**src/rtl/stream_mux_n.sv**
```systemverilog
// stream_mux_n: N-channel valid/ready stream multiplexer with packet-level
// grant locking and a one-entry registered output stage.
//
// Build option: define STREAM_MUX_RR_EN for round-robin arbitration between
// packets. When it is undefined, the lowest valid channel index wins whenever
// the arbiter is idle, and no rotation pointer is built.
//
// A multi-beat packet keeps the grant until its last beat has been accepted.
// If the locked channel stalls mid-packet, the output simply bubbles; no
// other channel is allowed to interleave its beats into that packet.

// Per-channel accept logic. Each lane decides on its own whether it is the
// granted channel this cycle.
module stream_mux_n_lane #(
    parameter int CW  = 2,
    parameter int IDX = 0
) (
    input  logic [CW-1:0] win,
    input  logic          win_vld,
    input  logic          valid,
    input  logic          load_en,
    input  logic          reset,
    output logic          ready
);

    // Accept only if this lane holds the grant, has a beat, and the output slot can load.
    always_comb begin
        ready = !reset && load_en && win_vld && valid && (win == CW'(IDX));
    end

endmodule

module stream_mux_n #(
    parameter  int WIDTH = 32,
    parameter  int N     = 4,
    localparam int CW    = (N > 1) ? $clog2(N) : 1
) (
    input  logic                 clk,
    input  logic                 reset,
    input  logic [N*WIDTH-1:0]   in_data,
    input  logic [N-1:0]         in_valid,
    input  logic [N-1:0]         in_last,
    output logic [N-1:0]         in_ready,
    output logic [WIDTH-1:0]     out_data,
    output logic                 out_last,
    output logic [CW-1:0]        out_chan,
    output logic                 out_valid,
    input  logic                 out_ready
);

    typedef enum logic {
        IDLE   = 1'b0,
        LOCKED = 1'b1
    } state_t;

    // Contents of the output register, kept together so it loads as one unit.
    typedef struct packed {
        logic [WIDTH-1:0] data;
        logic             last;
        logic [CW-1:0]    chan;
    } beat_t;

    state_t                   state;
    state_t                   state_nxt;
    logic [CW-1:0]            lock_chan;
    logic [CW-1:0]            lock_nxt;

    logic [N-1:0][WIDTH-1:0]  lane_data;
    logic [CW-1:0]            win;
    logic                     win_vld;
    logic                     load_en;
    logic                     accept;
    logic                     acc_last;
    beat_t                    out_q;
    beat_t                    acc_beat;

    // Split the flat input bus into one word per channel.
    for (genvar i = 0; i < N; i++) begin : g_unpack
        assign lane_data[i] = in_data[i*WIDTH +: WIDTH];
    end

    // The output slot can take a new beat if it is empty or is draining this cycle.
    assign load_en  = !out_valid || out_ready;
    assign accept   = |in_ready;
    assign acc_last = in_last[win];

    assign acc_beat.data = lane_data[win];
    assign acc_beat.last = acc_last;
    assign acc_beat.chan = win;

`ifdef STREAM_MUX_RR_EN
    logic [CW-1:0] rr_ptr;

    // Winner select: a locked packet keeps its channel; when idle, scan from
    // the rotation pointer upward with wrap at N. The scan runs backwards, so
    // the last assignment made is the first match in rotation order.
    always_comb begin
        int j;
        j       = 0;
        win     = '0;
        win_vld = 1'b0;
        if (state == LOCKED) begin
            win     = lock_chan;
            win_vld = in_valid[lock_chan];
        end else begin
            for (int k = N - 1; k >= 0; k--) begin
                j = int'(rr_ptr) + k;
                if (j >= N) begin
                    j = j - N;
                end
                if (in_valid[j]) begin
                    win     = CW'(j);
                    win_vld = 1'b1;
                end
            end
        end
    end

    // Move the pointer past the channel that finished a packet. The wrap is
    // taken at N, not at 2^CW, so a non-power-of-two N never sees a hole index.
    always_ff @(posedge clk or posedge reset) begin
        if (reset) begin
            rr_ptr <= '0;
        end else if (accept && acc_last) begin
            rr_ptr <= (win == CW'(N - 1)) ? '0 : win + CW'(1);
        end
    end
`else
    // Winner select: a locked packet keeps its channel; when idle, the lowest
    // valid index wins. The scan runs backwards so the lowest index is the
    // last assignment made.
    always_comb begin
        win     = '0;
        win_vld = 1'b0;
        if (state == LOCKED) begin
            win     = lock_chan;
            win_vld = in_valid[lock_chan];
        end else begin
            for (int k = N - 1; k >= 0; k--) begin
                if (in_valid[k]) begin
                    win     = CW'(k);
                    win_vld = 1'b1;
                end
            end
        end
    end
`endif

    // One accept lane per channel. At most one lane can match the winner index.
    for (genvar i = 0; i < N; i++) begin : g_lane
        stream_mux_n_lane #(
            .CW  (CW),
            .IDX (i)
        ) u_lane (
            .win     (win),
            .win_vld (win_vld),
            .valid   (in_valid[i]),
            .load_en (load_en),
            .reset   (reset),
            .ready   (in_ready[i])
        );
    end

    // Arbiter state register: the lock state and the locked channel.
    always_ff @(posedge clk or posedge reset) begin
        if (reset) begin
            state     <= IDLE;
            lock_chan <= '0;
        end else begin
            state     <= state_nxt;
            lock_chan <= lock_nxt;
        end
    end

    // Next state: the first beat of a multi-beat packet takes the lock, and
    // the last beat of that packet releases it.
    always_comb begin
        state_nxt = state;
        lock_nxt  = lock_chan;
        if (accept) begin
            case (state)
                IDLE: begin
                    if (!acc_last) begin
                        state_nxt = LOCKED;
                        lock_nxt  = win;
                    end
                end
                LOCKED: begin
                    if (acc_last) begin
                        state_nxt = IDLE;
                    end
                end
                default: state_nxt = IDLE;
            endcase
        end
    end

    // Output register. It loads on accept and empties on drain. The payload
    // holds its value while the slot is empty, so nothing downstream sees a
    // spurious change.
    always_ff @(posedge clk or posedge reset) begin
        if (reset) begin
            out_q     <= '0;
            out_valid <= 1'b0;
        end else if (accept) begin
            out_q     <= acc_beat;
            out_valid <= 1'b1;
        end else if (out_ready) begin
            out_valid <= 1'b0;
        end
    end

    assign out_data = out_q.data;
    assign out_last = out_q.last;
    assign out_chan = out_q.chan;

endmodule
```
**config.mk**
```make
export PLATFORM = sky130hd
export DESIGN_NAME = stream_mux_n
export DESIGN_NICKNAME = d
export VERILOG_FILES = /design/src/rtl/stream_mux_n.sv
export SDC_FILE = /design/constraint.sdc
export NUM_CORES = 1
export LEC_CHECK = 0
export ABC_AREA = 1
export CAP_MARGIN = 15
export CELL_PAD_IN_SITES_DETAIL_PLACEMENT = 2
export CELL_PAD_IN_SITES_GLOBAL_PLACEMENT = 2
export CORE_MARGIN = 10
export CORE_UTILIZATION = 15
export DETAILED_ROUTE_END_ITERATION = 16
export HOLD_SLACK_MARGIN = 0.1
export PLACE_DENSITY_LB_ADDON = 0.1
export SYNTH_ARGS = -nofsm -noshare
export SYNTH_HDL_FRONTEND = slang
export SYNTH_SLANG_ARGS = --single-unit
```
**constraint.sdc**
```tcl
create_clock -name clk -period 1.55 [get_ports clk]
set_clock_uncertainty 0.1 [all_clocks]
set_input_delay 0.155 -clock clk [delete_from_list [all_inputs] [get_ports clk]]
set_output_delay 0.155 -clock clk [all_outputs]
set_load 0.02 [all_outputs]
```
==> flow_metrics.tcl <==
set metrics [dict create \
    required_ps 1290 \
    slew_viol_final 0 \
    cpMaxStageDelayCell "dfrtp_2" \
    drtAntennaViolNets 0 \
    drt-total-wl_mm 17.42 \
    yosysWarningCount 0 \
    layoutNonFillerInstCount 829 \
    rr_worst_depth 11 \
    drt_iter0_markers 104 \
    synthArstFlopShare_pct 100.0 \
    cts_buffers 5 \
    gp_congestion 0.7622 \
    ios 179 \
    slew_headroom_pct 80.58 \
    grt_first_pass_wirelength_mm 25.53 \
    worst-path-buf-inv 3 \
    wl_per_cell_um 21.02 \
    synth-seq-cells 39 \
    status "finished with violations" \
    final.setup.tns_ps -11150 \
    postSynthCellCount 393 \
    startpoint_type "flop" \
    period_needed_ps 1917 \
    rows 47 \
    setup-violations-final 43 \
    cts.reportedPaths.clkPinSlew_ps 60 \
    nets 747 \
    dr.pass1.iters 4 \
    place_area_sq_um 4700 \
    yosys-top-cells-count "nand2_1, dfrtp_1, nand3_1" \
    dp_cells 786 \
    diodes 0 \
    dp_hpwl_mm 11.55 \
    critPathKind "flop to primary output" \
    synthXorXnorAreaFrac_pct 0 \
    worst_pin_slew_ps 292.5 \
    synth_compound_area_share_pct 2.093 \
    rsz0062_at_grt "yes" \
    arrival_ps 1660 \
    syn_area_sq_um 2570 \
    cap_violations 0 \
    viasPerCell 4.352 \
    pre_cts_ws_ps -978.8 \
    die-area_sq_um 22770 \
    synth_edf_count 0 \
    seq_area_frac_synth_pct 37.97 \
    violations "setup timing" \
    synth_fa_ha_area_share_pct 0 \
    cts_root_buf "clkbuf_16" \
    power_mw 9.035 \
    grt_max_degree 40 \
    synth_top_area_cell "dfrtp_1" \
    grt_antenna_before_repair 0 \
    portBuffers 178 \
    fp.dieW_um 150.9 \
    clkSinkCount 39 \
    yosysUniqueCellTypes 19 \
    core_sq_um 16700 \
    crit_family "buffers and inverters" \
    fmax_mhz 521.6 \
    grt_pass1_vias 4090 \
    ir_drop_mv 0.6338 \
    overflow 0 \
    cpPeakStageDelay_ps 460 \
    route.detailed.drc 0 \
    synth_area_leaders "dfrtp_1, nand2_1, nand4_1" \
    cp.depth 6 \
    p_leak_nw 2.623 \
    syn2layout_area_growth_pct 115.4 \
    synth.most_common_cell "nand2_1" \
    design_area_sq_um 5535 \
    hold_path.class "input pin to asynchronous set/reset pin" \
    avgSynthCellArea_sq_um 6.539 \
    synthSimpleGateAreaFrac_pct 51.61 \
    cts.path.max_buffers 2 \
    htreeDepth 2 \
    route.vias.total 3608 \
    power-per-cell-area_nw_per_um2 1632 \
    start_util_pct 15.39 \
    crit_chain "nor2_4 > buf_4 > a21oi_4 > buf_4 > nor4_2 > buf_4" \
    cp-end-kind "primary output" \
    hold_buffers 0 \
    synth_top_family_by_area "simple AND/OR/NAND/NOR gates" \
    cpMostUsedCell "buf_4" \
    clk_latency_ps 290 \
    syn-num-nets 532 \
    grt_usage_pct 14.72 \
    layout-drive-gt1-share_pct 17.90 \
    die_h_um 150.9 \
    muxShareOfSynthArea_pct 0 \
    finalCritPeriodShare_pct 123.7 \
    setup_slack_ps -367.2 \
    synth_top_area_share_pct 37.97 \
    crit_fanout 4 \
    synth-main-ff-cell "dfrtp_1" \
    final-hold-violation-count 0 \
    cts_tree "yes" \
]
worst reg2reg max path: cells and delay by family (launching register included):
kind	cells	cell delay (ps)
and+or+nand+nor	6	610
buffers and inverters	5	630
DFF	1	460
cell type report:
cell class	count	area, sq um
Fill cell	1911	11170
Clock inverter	3	15.01
Sequential cell	39	979.7
Timing Repair Buffer	235	2556
Inverter	10	42.54
Multi-Input combinational cell	317	1541
Clock buffer	5	125.1
Tap cell	220	275.3
placed cells by master (no fill, tap or decap), types with 4 or more instances in the layout:
master           netlist  routed
clkbuf_16              0       5
buf_12                 0      19
buf_6                  0       4
nand2_4                0       4
nand3_1               38      35
dfrtp_1               39      36
dlymetal6s2s_1         0      13
nor2_4                 3       8
nand2_2                2       7
buf_4                 14      33
nand2_1              217     208
clkdlybuf4s50_1        0     140
inv_2                  3       5
nand4_1               36      36
dlygate4sd2_1          0      21
layer usage:
layer | GRT usage [%] | vias to the layer above | share of wire, %
met3 | 5.638 | 10 | 8.3
met5 | 0 | - | 0
met4 | 2.166 | 0 | 0.75
met1 | 17.97 | 1757 | 43
li1 | - | 1712 | -
met2 | 24.52 | 129 | 48
state kept, by name, indices dropped and copies added (netlist names):
| register | flops |
|---|---|
| lock_chan | 2 |
| out_last | 1 |
| out_data | 32 |
| out_valid | 1 |
| out_chan | 2 |
| state | 1 |
final timing paths:
| kind | slack, ps | end | start |
|---|---|---|---|
| worst max register to register | -360 | lock_chan[0] | state |
| worst min-delay path | 240 | lock_chan[1] | reset |
| worst max-delay path | -370 | in_ready[3] | state |
| worst min register to register | 380 | out_data[14] | out_data[14] |
| min in group clk | 360 | out_valid | out_ready |
| max in group asynchronous | 870 | out_chan[1] | reset |
cell families after synthesis:
kind of cell	Yosys count
AND/OR/NAND/NOR	306
AO/OA/AOI/OAI	9
buffers and inverters	39
flip-flops	39
per-stage QoR:
step | hold slack [ps] | utilization (%)
global route | 272.3 | 33.14
detailed placement | 365.0 | 28.14
finish | 238.5 | 33.14
global placement | 361.0 | 28.14
floorplan | 147.8 | -
CTS | 249.8 | 32.29
repair_timing:
action,in CTS,in global routing
buffers inserted,21,8
endpoints found under the setup margin,64,55
resized for setup,89,32
cloned,6,0
pin swaps,8,5
power breakdown:
group | internal [mW] | switching [mW] | total [mW]
sequential | 1.50 | 0.288 | 1.79
clock | 0.589 | 0.455 | 1.04
combinational | 2.85 | 3.36 | 6.21
Power figures use the tool's default switching activity.
